[config.mk]
export PLATFORM = sky130hd
export DESIGN_NAME = bus_sequencer_flat
export DESIGN_NICKNAME = d
export VERILOG_FILES = /design/src/rtl/bus_sequencer_if.sv /design/src/rtl/bus_sequencer.sv /design/src/flat_wrapper.sv
export SDC_FILE = /design/constraint.sdc
export NUM_CORES = 1
export LEC_CHECK = 0
export BUFFER_PORTS_ARGS = -buffer_cell sky130_fd_sc_hd__buf_2
export CAP_MARGIN = 15
export CORE_UTILIZATION = 42
export DETAILED_ROUTE_END_ITERATION = 16
export PLACE_DENSITY_LB_ADDON = 0.15
export SLEW_MARGIN = 10
export SYNTH_ARGS = -nofsm -noshare
export SYNTH_HDL_FRONTEND = slang
export SYNTH_SLANG_ARGS = --single-unit
[constraint.sdc]
create_clock -name clk -period 2 [get_ports clk]
set_clock_uncertainty 0.1 [all_clocks]
set_input_delay 0.4 -clock clk [delete_from_list [all_inputs] [get_ports clk]]
set_output_delay 0.4 -clock clk [all_outputs]
set_load 0.03 [all_outputs]
[src/rtl/bus_sequencer_if.sv]
// Bus sequencer interface: bundles the requester handshakes (CPU, video,
// SPI bridge) and the multiplexed system-bus outputs.
//   master modport : used by the sequencer (requests in, bus/acks out)
//   slave  modport : used by whatever drives the requesters and observes the bus
interface bus_sequencer_if;
    logic [15:0] cpu_addr;
    logic        cpu_we;
    logic        video_req;
    logic [11:0] video_addr;
    logic        video_ack;
    logic        spi_req;
    logic [16:0] spi_addr;
    logic        spi_we;
    logic        spi_ack;
    logic [16:0] bus_addr;
    logic        bus_we;
    logic        bus_strobe;
    logic [1:0]  owner;
    logic        cpu_clk_en;

    modport master (
        input  cpu_addr, cpu_we, video_req, video_addr, spi_req, spi_addr, spi_we,
        output video_ack, spi_ack, bus_addr, bus_we, bus_strobe, owner, cpu_clk_en
    );

    modport slave (
        output cpu_addr, cpu_we, video_req, video_addr, spi_req, spi_addr, spi_we,
        input  video_ack, spi_ack, bus_addr, bus_we, bus_strobe, owner, cpu_clk_en
    );
endinterface

[src/rtl/bus_sequencer.sv]
// PET system-bus initiator. Time-multiplexes video fetch, the 6502 CPU and
// the SPI host bridge onto one 17-bit bus address in a fixed frame of
// VIDEO, CPU, SPI slots of SLOT_CLKS clocks each. One frame is one 6502
// cycle; cpu_clk_en pulses on the last clock of every CPU slot.
// Ports:
//   clk   : system clock
//   reset : synchronous, active-high reset
//   bus   : bus_sequencer_if.master (requests in; bus_addr/bus_we/
//           bus_strobe/owner, acks and cpu_clk_en out, all registered)
module bus_sequencer #(
    parameter int          SLOT_CLKS = 4,
    parameter logic [16:0] VRAM_BASE = 17'h08000
) (
    input  logic              clk,
    input  logic              reset,
    bus_sequencer_if.master   bus
);

    typedef enum logic [1:0] {
        S_VIDEO = 2'd0,
        S_CPU   = 2'd1,
        S_SPI   = 2'd2
    } state_t;

    localparam logic [3:0] CNT_LAST       = 4'(SLOT_CLKS - 1);
    localparam logic [3:0] CNT_STROBE_MAX = 4'(SLOT_CLKS - 2);

    localparam logic [1:0] OWNER_NONE  = 2'd0;
    localparam logic [1:0] OWNER_VIDEO = 2'd1;
    localparam logic [1:0] OWNER_CPU   = 2'd2;
    localparam logic [1:0] OWNER_SPI   = 2'd3;

    // state_r/cnt_r name the slot position that the next clock edge enters;
    // all outputs are registered from that position on the same edge.
    state_t      state_r, state_s;
    logic [3:0]  cnt_r, cnt_s;
    logic        grant_r, grant_s;

    logic [16:0] bus_addr_r, bus_addr_s;
    logic        bus_we_r, bus_we_s;
    logic        bus_strobe_r, bus_strobe_s;
    logic [1:0]  owner_r, owner_s;
    logic        video_ack_r, video_ack_s;
    logic        spi_ack_r, spi_ack_s;
    logic        cpu_clk_en_r, cpu_clk_en_s;

    // Slot state, slot counter and latched grant register.
    always_ff @(posedge clk) begin
        if (reset) begin
            state_r <= S_VIDEO;
            cnt_r   <= 4'd0;
            grant_r <= 1'b0;
        end else begin
            state_r <= state_s;
            cnt_r   <= cnt_s;
            grant_r <= grant_s;
        end
    end

    // Next slot position, grant sampling at slot entry, and next output values.
    always_comb begin
        state_s      = state_r;
        cnt_s        = cnt_r + 4'd1;
        grant_s      = grant_r;
        bus_addr_s   = bus_addr_r;
        bus_we_s     = bus_we_r;
        owner_s      = owner_r;
        bus_strobe_s = 1'b0;
        video_ack_s  = 1'b0;
        spi_ack_s    = 1'b0;
        cpu_clk_en_s = 1'b0;

        if (cnt_r == CNT_LAST) begin
            cnt_s = 4'd0;
            case (state_r)
                S_VIDEO: state_s = S_CPU;
                S_CPU:   state_s = S_SPI;
                S_SPI:   state_s = S_VIDEO;
                default: state_s = S_VIDEO;
            endcase
        end else begin
            cnt_s = cnt_r + 4'd1;
        end

        // Slot entry: requests and addresses are sampled only here; the
        // registered values then hold for the rest of the slot.
        if (cnt_r == 4'd0) begin
            case (state_r)
                S_VIDEO: begin
                    grant_s    = bus.video_req;
                    bus_addr_s = VRAM_BASE | {5'b0_0000, bus.video_addr};
                    bus_we_s   = 1'b0;
                    owner_s    = OWNER_VIDEO;
                end
                S_CPU: begin
                    grant_s    = 1'b1;
                    bus_addr_s = {1'b0, bus.cpu_addr};
                    bus_we_s   = bus.cpu_we;
                    owner_s    = OWNER_CPU;
                end
                S_SPI: begin
                    grant_s    = bus.spi_req;
                    bus_addr_s = bus.spi_addr;
                    bus_we_s   = bus.spi_we;
                    owner_s    = OWNER_SPI;
                end
                default: begin
                    grant_s    = 1'b0;
                    bus_addr_s = bus_addr_r;
                    bus_we_s   = 1'b0;
                    owner_s    = OWNER_NONE;
                end
            endcase
            // An ungranted slot keeps the old address but drives no owner/write.
            if (!grant_s) begin
                bus_addr_s = bus_addr_r;
                bus_we_s   = 1'b0;
                owner_s    = OWNER_NONE;
            end else begin
                bus_addr_s = bus_addr_s;
            end
        end else begin
            grant_s = grant_r;
        end

        // Strobe stays off on the first and last clock of a slot so the
        // address is settled before and after the qualifier.
        if (grant_s && (cnt_r >= 4'd1) && (cnt_r <= CNT_STROBE_MAX)) begin
            bus_strobe_s = 1'b1;
        end else begin
            bus_strobe_s = 1'b0;
        end

        if (cnt_r == CNT_LAST) begin
            video_ack_s  = grant_s && (state_r == S_VIDEO);
            spi_ack_s    = grant_s && (state_r == S_SPI);
            cpu_clk_en_s = (state_r == S_CPU);
        end else begin
            video_ack_s  = 1'b0;
            spi_ack_s    = 1'b0;
            cpu_clk_en_s = 1'b0;
        end
    end

    // Registered bus outputs and single-clock pulses.
    always_ff @(posedge clk) begin
        if (reset) begin
            bus_addr_r   <= 17'h0_0000;
            bus_we_r     <= 1'b0;
            bus_strobe_r <= 1'b0;
            owner_r      <= OWNER_NONE;
            video_ack_r  <= 1'b0;
            spi_ack_r    <= 1'b0;
            cpu_clk_en_r <= 1'b0;
        end else begin
            bus_addr_r   <= bus_addr_s;
            bus_we_r     <= bus_we_s;
            bus_strobe_r <= bus_strobe_s;
            owner_r      <= owner_s;
            video_ack_r  <= video_ack_s;
            spi_ack_r    <= spi_ack_s;
            cpu_clk_en_r <= cpu_clk_en_s;
        end
    end

    assign bus.bus_addr   = bus_addr_r;
    assign bus.bus_we     = bus_we_r;
    assign bus.bus_strobe = bus_strobe_r;
    assign bus.owner      = owner_r;
    assign bus.video_ack  = video_ack_r;
    assign bus.spi_ack    = spi_ack_r;
    assign bus.cpu_clk_en = cpu_clk_en_r;

endmodule

[src/flat_wrapper.sv]
// flat-port wrapper written by rule: the top's interface ports become plain ports
module bus_sequencer_flat 
#(
    parameter int          SLOT_CLKS = 4,
    parameter logic [16:0] VRAM_BASE = 17'h08000
)
  (clk, reset, bus_cpu_addr, bus_cpu_we, bus_video_req, bus_video_addr, bus_spi_req, bus_spi_addr, bus_spi_we, bus_video_ack, bus_spi_ack, bus_bus_addr, bus_bus_we, bus_bus_strobe, bus_owner, bus_cpu_clk_en);
  bus_sequencer_if bus_i ();
  input  logic clk;
  input  logic reset;
  input wire logic [$bits(bus_i.cpu_addr)-1:0] bus_cpu_addr;
  input wire logic [$bits(bus_i.cpu_we)-1:0] bus_cpu_we;
  input wire logic [$bits(bus_i.video_req)-1:0] bus_video_req;
  input wire logic [$bits(bus_i.video_addr)-1:0] bus_video_addr;
  input wire logic [$bits(bus_i.spi_req)-1:0] bus_spi_req;
  input wire logic [$bits(bus_i.spi_addr)-1:0] bus_spi_addr;
  input wire logic [$bits(bus_i.spi_we)-1:0] bus_spi_we;
  output wire logic [$bits(bus_i.video_ack)-1:0] bus_video_ack;
  output wire logic [$bits(bus_i.spi_ack)-1:0] bus_spi_ack;
  output wire logic [$bits(bus_i.bus_addr)-1:0] bus_bus_addr;
  output wire logic [$bits(bus_i.bus_we)-1:0] bus_bus_we;
  output wire logic [$bits(bus_i.bus_strobe)-1:0] bus_bus_strobe;
  output wire logic [$bits(bus_i.owner)-1:0] bus_owner;
  output wire logic [$bits(bus_i.cpu_clk_en)-1:0] bus_cpu_clk_en;
  assign bus_i.cpu_addr = bus_cpu_addr;
  assign bus_i.cpu_we = bus_cpu_we;
  assign bus_i.video_req = bus_video_req;
  assign bus_i.video_addr = bus_video_addr;
  assign bus_i.spi_req = bus_spi_req;
  assign bus_i.spi_addr = bus_spi_addr;
  assign bus_i.spi_we = bus_spi_we;
  assign bus_video_ack = bus_i.video_ack;
  assign bus_spi_ack = bus_i.spi_ack;
  assign bus_bus_addr = bus_i.bus_addr;
  assign bus_bus_we = bus_i.bus_we;
  assign bus_bus_strobe = bus_i.bus_strobe;
  assign bus_owner = bus_i.owner;
  assign bus_cpu_clk_en = bus_i.cpu_clk_en;
  bus_sequencer #(.SLOT_CLKS(SLOT_CLKS), .VRAM_BASE(VRAM_BASE)) u_core (.clk(clk), .reset(reset), .bus(bus_i));
endmodule
==> impl_metrics.yaml, run 1 <==
setup_path:
  reg2reg_from: "u_core.state_r[0]"
  r2r_end: "u_core.bus.bus_addr[15]"
  cp_data_arrival_time_ns: 1.96
  critPathMaxStageDelay_ns: 0.41
  worstSetupPathType: "reg -> reg"
  end_kind: "register"
  cp.required_ns: 2.09
  path_buf_inv: 2
  cp_cell_sequence: "inv_1, ha_1, a221oi_2, buf_4, nor2_1, a311oi_1"
  crit_fanout: 17
  critPathTopFamily: "compound AO/OA/AOI/OAI gates"
  worstRegToRegCells: 6
  cp-start-kind: "register"
  slowest_stage: "dfxtp_1"
  r2r_slack_ns: 0.14
yosys:
  syn_avg_cell_area_um2: 8.52
  yosysWarnings: 0
  synthDistinctLibCells: 34
  synth_largest_area_cell: "dfxtp_1"
  synth_nets: 257
  ys_ff_latch: 31
  ys_top_cells_by_area: "dfxtp_1 (37%), ha_1 (7.5%), a22oi_1 (6.7%), a211o_1 (6.3%), o21ai_0 (5.7%)"
  synth_top_area_frac: 0.372
  netlist_top_cells_count: "dfxtp_1 (31), nor2_1 (20), o21ai_0 (19), a22oi_1 (15)"
  synth_area_um2: 1670
  synth_cells: 196
  ys_seq_area_frac: 0.372
  synth_most_common_cell: "dfxtp_1"
  async_flop_share: 0
  synth-edff-count: 0
  yosys_most_used_dff: "dfxtp_1"
timing:
  final.period_utilization: 0.932
  setup-tns-final_ns: 0
  setup_viol: 0
  max_freq_mhz: 536
  tightest_slew_ns: 0.591
  hold_viol_final: 0
  min_period_ns: 1.86
  report.final.slew_viol_count: 0
  maxSlewHeadroom: 0.606
die:
  rows: 22
  io_pins: 75
  die_area_um2: 4230
  initial_core_util: 0.446
  coreArea_um2: 3740
  die_x_um: 65.1
  die_height_um: 65.1
finish:
  drive_above_1_share: 0.367
  nFillCells: 370
  num_antenna_cells: 0
  nets: 335
  area_delta_synth_final_pct: 33.4
routing:
  drtIter0Drc: 150
  ant_nets: 0
  vias_per_cell: 5.34
  drc: 0
  drtPass1Iterations: 4
  dr_total_vias: 1724
  finalWirelength_um: 4520
  wl_per_cell_um: 14.0
grt:
  antenna_found_initial: 0
  met3_usage: 0.0563
  use_met1: 0.289
  grt_max_degree: 34
  grt_usage: 0.217
  busiest_layer: "met2"
  grt_pass1_vias: 1458
  grt_pass1_wl_um: 6920
  grt.overflow.total: 0
  grtUsageMet2: 0.324
placement:
  routabilityCongestion: 0.867
  portBuffers: 74
  dp_hpwl_um: 3240
clocking:
  root_buffer: "clkbuf_8"
  htreeDepth: 2
  clockBufferDepth: 2
  cts_resized: 0
  hold_buffers: 0
  clock-sinks: 31
  clkTransAtPathRegs_ns: 0.07
  worst_skew_pair.late_latency_ns: 0.28
  cts_setup_buffers: 0
  numCtsBuffers: 5
  cts_tree: "done"
pwr:
  p_leak_nw: 1.02
  ir_drop_mv: 0.338
  pwr_density_cell_nw_per_um2: 726
  finalPower_w: 0.00162
min_path:
  hold_path_class: "in -> reg"
  hold_path_end: "u_core.bus.bus_addr[16]"
  whs_path_depth: 3
  worstHoldStart: "bus_spi_addr[16]"
run_status:
  status: "completed"
flow_run:
  maxCapViolCount: 0
==> logic make-up (layout without fill, tap and decap cells) <==
kind of cell    count (synthesis)  count (layout)  share of synthesized area
compound gates                 71              71                      0.286
mux                             3               3                     0.0187
buf+inv                        23             102                     0.0532
fa+ha+maj                      10              10                     0.0749
simple gates                   57              57                      0.190
flops                          31              31                      0.372
xor+xnor                        1               1                    0.00524
==> cell type report <==
type / instances / area, um2 / share of cell area
well taps: 48 / 60.1 / 0.0270
flip-flops and latches: 31 / 621 / 0.278
repair buffers: 88 / 475 / 0.213
multi-input cells: 142 / 966 / 0.433
inverters: 6 / 22.5 / 0.0101
clock buffers: 5 / 68.8 / 0.0309
clock inverters: 3 / 15.0 / 0.00674
==> sequential cells by signal, indices dropped and copies added, names as in the netlist <==
signal and flops:
u_core.bus.cpu_clk_en 1, u_core.grant_r 1, u_core.bus.video_ack 1, u_core.bus.spi_ack 1
u_core.bus.bus_we 1, u_core.bus.owner 2, u_core.bus.bus_strobe 1, u_core.cnt_r 4
u_core.state_r 2, u_core.bus.bus_addr 17
==> tightest hold or removal path, delay by kind of cell <==
kind | cells | cell delay [ns]
buf+inv | 1 | 0.10
compound gates | 1 | 0.06
simple gates | 1 | 0.07
==> per-stage QoR <==
step	setup slack, ns	hold slack (ns)	utilization	std cells	instance area, um2
floorplan	0.134	0.385	-	196	1670
global placement	0.168	0.360	0.572	315	2140
detailed placement	0.117	0.363	0.572	315	2140
CTS	0.108	0.279	0.594	323	2220
global route	-0.00136	0.287	0.595	323	2230
finish	0.136	0.289	0.595	323	2230
==> routing by layer <==
layer	routed length (um)	part of all wire
met2	2210	0.49
met3	239	0.053
met5	0	0
met4	35	0.0077
met1	2040	0.45
==> placed cells by master, fill, tap and decap left out, drive strengths merged <==
| cell | n |
|---|---|
| or4b | 2 |
| nor2b | 14 |
| nor2 | 20 |
| dfxtp | 31 |
| a31oi | 1 |
| nand3 | 1 |
| buf | 88 |
| clkinv | 3 |
| or4 | 1 |
| and3 | 1 |
| nor4b | 2 |
| clkbuf | 5 |
| o21ai | 28 |
| a221o | 1 |
| mux2 | 1 |
| a221oi | 1 |
| nand4 | 4 |
| ha | 10 |
| a22oi | 15 |
| a32o | 1 |
| xor2 | 1 |
| nor3b | 4 |
| nand2 | 5 |
| a311oi | 1 |
| a22o | 3 |
| or3b | 1 |
| a21oi | 7 |
| a211o | 12 |
| inv | 6 |
| nor3 | 2 |
| mux2i | 2 |
| o221ai | 1 |
==> power by group <==
group	switching [W]	internal, W	total [W]	leakage (nW)
Clock	0.000238	0.000238	0.000476	0.0477
Sequential	0.0000248	0.000663	0.000688	0.253
Combinational	0.000270	0.000184	0.000454	0.721
==> how the worst max path moves through the flow <==
| stage | start | end | cells after the start |
|---|---|---|---|
| floorplan | u_core.state_r[0] | u_core.bus.bus_addr[6] | 7 |
| global placement | u_core.cnt_r[1] | u_core.bus.owner[1] | 5 |
| detailed placement | u_core.cnt_r[0] | u_core.bus.owner[1] | 5 |
| CTS | u_core.cnt_r[0] | u_core.bus.owner[1] | 5 |
| global route | u_core.cnt_r[1] | u_core.bus.owner[1] | 5 |
| finish | u_core.state_r[0] | u_core.bus.bus_addr[15] | 6 |
(Power assumes the default switching activity.)
==> run 2, diff against run 1 <==
==> constraint.sdc (replaced) <==
create_clock -name clk -period 1.6 [get_ports clk]
set_clock_uncertainty 0.1 [all_clocks]
set_input_delay 0.32 -clock clk [delete_from_list [all_inputs] [get_ports clk]]
set_output_delay 0.32 -clock clk [all_outputs]
set_load 0.03 [all_outputs]
==> run 2 against run 1 <==
  * The flow now finishes with violations (negative setup slack)
  * Sequential power is 25% higher
  * First-iteration DRC count shrank 53%
  * Via count is 11% higher
  * Clock power up 42%
  * Combinational power is 79% higher
  * Die area stayed put
  * Flip-flop and latch count is the same
  * Global-route usage is 3.3 points higher
  * Worst setup slack got worse by 0.27 ns
  * Count of clock-buffer cells in the layout increased by 3
==> impl_metrics.yaml, run 2 (synthesized netlist as in run 1, its figures left out) <==
clocking:
  htreeDepth: 2
  root_buffer: "clkbuf_8"
  hold_buffers: 0
  numCtsBuffers: 5
  clkTransAtPathRegs_ns: 0.06
  clock-sinks: 31
  cts_tree: "done"
  worst_skew_pair.late_latency_ns: 0.28
  clockBufferDepth: 2
min_path:
  hold_path_class: "in -> reg"
setup_path:
  cp-start-kind: "register"
  end_kind: "register"
  cp_data_arrival_time_ns: 1.81
  cp_cell_sequence: "buf_6, ha_4, or4b_4, buf_8, o21ai_2, o21ai_1"
  cp.required_ns: 1.67
  critPathTopFamily: "simple AND/OR/NAND/NOR gates"
  critPathMaxStageDelay_ns: 0.53
  path_buf_inv: 2
  crit_fanout: 8
  slowest_stage: "or4b_4"
  worstSetupPathType: "reg -> reg"
die:
  io_pins: 75
  initial_core_util: 0.446
  coreArea_um2: 3740
  die_x_um: 65.1
  rows: 22
  die_height_um: 65.1
  die_area_um2: 4230
grt:
  grt.overflow.total: 0
  grt_usage: 0.251
  grt_pass1_vias: 1773
  antenna_found_initial: 0
  grt_pass1_wl_um: 8000
  grt_max_degree: 34
finish:
  nFillCells: 291
  fin_util: 0.722
  mostFrequentLayoutCells: "buf_2 (74), buf_4 (28), dfxtp_1 (27), nor2_1 (19), o21ai_2 (15)"
  largest_reg_flops: 17
  drive_above_1_share: 0.535
  nets: 361
  area_delta_synth_final_pct: 61.9
  final_common_cell: "buf_2"
  num_antenna_cells: 0
placement:
  routabilityCongestion: 0.864
  post-place-ws_ns: -0.215
  dp_hpwl_um: 3260
  portBuffers: 74
routing:
  finalWirelength_um: 5230
  dr_total_vias: 1908
  drc: 0
  drtIter0Drc: 70
  drtPass1Iterations: 4
  vias_per_cell: 5.47
  ant_nets: 0
  wl_per_cell_um: 15.0
pwr:
  ir_drop_mv: 0.464
  finalPower_w: 0.00235
  p_leak_nw: 1.20
  pwr_density_cell_nw_per_um2: 867
run_status:
  status: "finished, violations left"
  violations: "negative setup slack"
timing:
  max_freq_mhz: 576
  tightest_slew_ns: 0.435
  worst_slack_ns: -0.137
  final.period_utilization: 1.09
  min_period_ns: 1.74
  setup_viol: 24
  report.final.slew_viol_count: 0
  rsz0062_at_grt: "yes"
  maxSlewHeadroom: 0.710
  hold_viol_final: 0
flow_run:
  maxCapViolCount: 0
[run 2: cell count changes in the layout (fill, tap and decap cells not counted), moves of 3 or more]
cell      before  now
o21ai_0       19    0
o21ai_2        0   15
buf_4         14   28
buf_6          0    8
ha_4           0    5
dfxtp_1       31   27
ha_1           9    5
inv_1          6    2
o21ai_1        9   13
clkinv_2       3    0
dfxtp_2        0    3
inv_2          0    3
[run 2: final timing paths]
| path | slack, ns | cells past startpoint | start | endpoint |
|---|---|---|---|---|
| worst max-delay path | -0.14 | 6 | u_core.state_r[0] | u_core.bus.bus_addr[3] |
| worst min register to register | 0.36 | 2 | u_core.bus.owner[0] | u_core.bus.owner[0] |
| worst min-delay path | 0.23 | 3 | bus_spi_addr[16] | u_core.bus.bus_addr[16] |
| worst max register to register | -0.14 | 6 | u_core.state_r[0] | u_core.bus.bus_addr[3] |
[run 2: final cells by class]
type | count | area, um2 | share of cell area
clock buffers | 8 | 100 | 0.0370
flip-flops and latches | 31 | 628 | 0.232
inverters | 6 | 25.0 | 0.00925
repair buffers | 113 | 726 | 0.268
multi-input cells | 143 | 1160 | 0.431
well taps | 48 | 60.1 | 0.0222
[run 2: worst min-delay path, delay by kind of cell]
| family | cells | cell delay [ns] |
|---|---|---|
| and+or+nand+nor | 1 | 0.07 |
| AOI/OAI and AO/OA | 1 | 0.07 |
| buffers and inverters | 1 | 0.10 |
[run 2: through the flow]
stage                     TNS [ns]  cells  area, um2  hold slack (ns)
after floorplan              -1.81    196       1720            0.345
after global placement       -3.16    331       2310            0.345
after detailed placement     -3.88    331       2310            0.342
after CTS                    -2.12    344       2560            0.219
after global routing         -3.44    349       2700            0.232
final                        -2.17    349       2700            0.232
[run 2: per-layer routing]
metal / vias to the layer above / part of all wire / GRT usage
li1: 932 / - / -
met1: 882 / 0.43 / 0.311
met2: 80 / 0.47 / 0.411
met3: 14 / 0.067 / 0.0616
met4: 0 / 0.027 / 0.103
met5: - / 0 / 0
[run 2: report_power, final]
part | total (W) | internal, W | switching [W]
sequential | 0.000858 | 0.000830 | 0.0000282
combinational | 0.000812 | 0.000374 | 0.000438
clock | 0.000675 | 0.000392 | 0.000284
total | 0.00235 | 0.00160 | 0.000749
[run 2: timing repair]
action                                  4_1_cts  5_1_grt
resized for setup                            48       23
endpoints found under the setup margin       24       26
pin swaps                                     7       15
cloned                                        3        1
setup buffers                                 2        4
==> run 3, diff against run 2 <==
--- a/config.mk
+++ b/config.mk
@@ -7,7 +7,7 @@
 export LEC_CHECK = 0
 export BUFFER_PORTS_ARGS = -buffer_cell sky130_fd_sc_hd__buf_2
 export CAP_MARGIN = 15
-export CORE_UTILIZATION = 42
+export CORE_UTILIZATION = 47
 export DETAILED_ROUTE_END_ITERATION = 16
 export PLACE_DENSITY_LB_ADDON = 0.15
 export SLEW_MARGIN = 10
==> constraint.sdc (replaced) <==
create_clock -name clk -period 1.8 [get_ports clk]
set_clock_uncertainty 0.1 [all_clocks]
set_input_delay 0.36 -clock clk [delete_from_list [all_inputs] [get_ports clk]]
set_output_delay 0.36 -clock clk [all_outputs]
set_load 0.03 [all_outputs]
==> run 3 against run 2 <==
  * Core utilization shrank 2.1 points
  * Global-route usage shrank 2.0 points
  * Hold slack worse by 0.042 ns
  * Design area decreased by 13%
  * Sequential power decreased by 11%
  * Combinational power shrank 28%
  * The run now ends clean
  * Worst setup slack improved by 0.23 ns
  * Count of clock-buffer cells in the layout stayed put
  * Largest cell class unchanged
  * First-iteration DRC count increased by 4.3%
  * Fmax increased by 1.6%
  * Routed wire length down 18%
  * Non-clock buffer count decreased by 17
  * Critical endpoint is now u_core.bus.owner[0]
==> impl_metrics.yaml, run 3 (synthesized netlist as in run 1, its figures left out) <==
routing:
  finalWirelength_um: 4310
  drtPass1Iterations: 5
  vias_per_cell: 5.29
  drtIter0Drc: 73
  ant_nets: 0
  drc: 0
  wl_per_cell_um: 13.1
  dr_total_vias: 1740
run_status:
  status: "completed"
grt:
  grt_usage: 0.230
  grt_max_degree: 31
  antenna_found_initial: 0
  grt.overflow.total: 0
  grt_pass1_wl_um: 6220
  grt_pass1_vias: 1435
timing:
  rsz0062_at_grt: "no"
  final.period_utilization: 0.950
  hold_viol_final: 0
  max_freq_mhz: 585
  min_period_ns: 1.71
  tightest_slew_ns: 0.551
  maxSlewHeadroom: 0.633
  report.final.slew_viol_count: 0
  setup-tns-final_ns: 0
  setup_viol: 0
die:
  die_area_um2: 3800
  coreArea_um2: 3360
  io_pins: 75
  rows: 21
  die_x_um: 61.6
  die_height_um: 61.6
  initial_core_util: 0.497
setup_path:
  cp_data_arrival_time_ns: 1.90
  end_kind: "register"
  cp.required_ns: 1.99
  worstSetupPathType: "reg -> reg"
  crit_fanout: 3
  cp-start-kind: "register"
finish:
  drive_above_1_share: 0.424
  area_delta_synth_final_pct: 41.2
  regArea_um2: 626
  num_antenna_cells: 0
  final_common_cell: "buf_2"
  mostFrequentLayoutCells: "buf_2 (74), dfxtp_1 (27), nor2_1 (20), buf_4 (19), o21ai_0 (16)"
  multi_input_area_um2: 1020
  largest_reg_flops: 17
  nFillCells: 312
  fin_util: 0.701
  nets: 343
pwr:
  ir_drop_mv: 0.442
  p_leak_nw: 1.07
  pwr_density_cell_nw_per_um2: 770
clocking:
  clkTransAtPathRegs_ns: 0.09
  htreeDepth: 2
  clock-sinks: 31
  root_buffer: "clkbuf_4"
  worst_skew_pair.late_latency_ns: 0.34
  numCtsBuffers: 5
  hold_buffers: 0
  cts_tree: "done"
  clockBufferDepth: 2
placement:
  routabilityCongestion: 0.795
  dp_hpwl_um: 3100
  portBuffers: 74
min_path:
  hold_path_class: "in -> reg"
flow_run:
  maxCapViolCount: 0
## run 3: cell count changes in the layout (fill, tap and decap cells not counted), sizes merged
cell    previous run  this run
a221oi             2         1
buf              113        96
## run 3: metrics by stage
step                instance area (um2)  power (W)  hold slack, ns  worst slack [ns]  instances
floorplan                          1680    0.00110           0.404            0.0271        196
global placement                   2220    0.00131           0.347            0.0785        319
detailed placement                 2220    0.00132           0.352            0.0237        319
CTS                                2290    0.00178           0.184            0.0134        327
global route                       2360    0.00192           0.188           0.00325        329
finish                             2360    0.00182           0.190            0.0906        329
## run 3: area by class of cell
cell class / instances / share of cell area
clock buffer: 8 / 0.0292
inverter: 6 / 0.00955
multi-input combinational: 142 / 0.432
sequential: 31 / 0.265
tap: 46 / 0.0244
timing repair buffer: 96 / 0.239
## run 3: per-layer routing
layer	up-vias	GRT usage	routed length (um)	part of all wire
met5	-	0	0	0
met1	792	0.291	2020	0.47
met3	8	0.0567	223	0.052
met2	49	0.366	1990	0.46
li1	891	-	-	-
met4	0	0.114	82	0.019
## run 3: critical path: stages (launching register included)
cell and delay (ns):
dfxtp_2 0.33, inv_2 0.08, ha_4 0.15, or3b_4 0.38, or4_4 0.49, a21oi_2 0.11
## run 3: path summary, 6_finish.rpt
check | slack (ns) | startpoint | depth (start not counted) | end
worst max register to register | 0.09 | u_core.cnt_r[1] | 5 | u_core.bus.owner[0]
worst max-delay path | 0.09 | u_core.cnt_r[1] | 5 | u_core.bus.owner[0]
worst min-delay path | 0.19 | bus_spi_addr[16] | 3 | u_core.bus.bus_addr[16]
worst min register to register | 0.36 | u_core.bus.owner[1] | 2 | u_core.bus.owner[1]
## run 3: what timing repair did
action / CTS / global route
resized for setup: 0 / 17
setup buffers: 0 / 2
endpoints found under the setup margin: 0 / 23
## run 3: where the power goes
group / switching [W] / total [W] / internal [W]
sequential: 0.0000238 / 0.000762 / 0.000738
clock: 0.000240 / 0.000470 / 0.000229
combinational: 0.000320 / 0.000585 / 0.000265
total: 0.000584 / 0.00182 / 0.00123
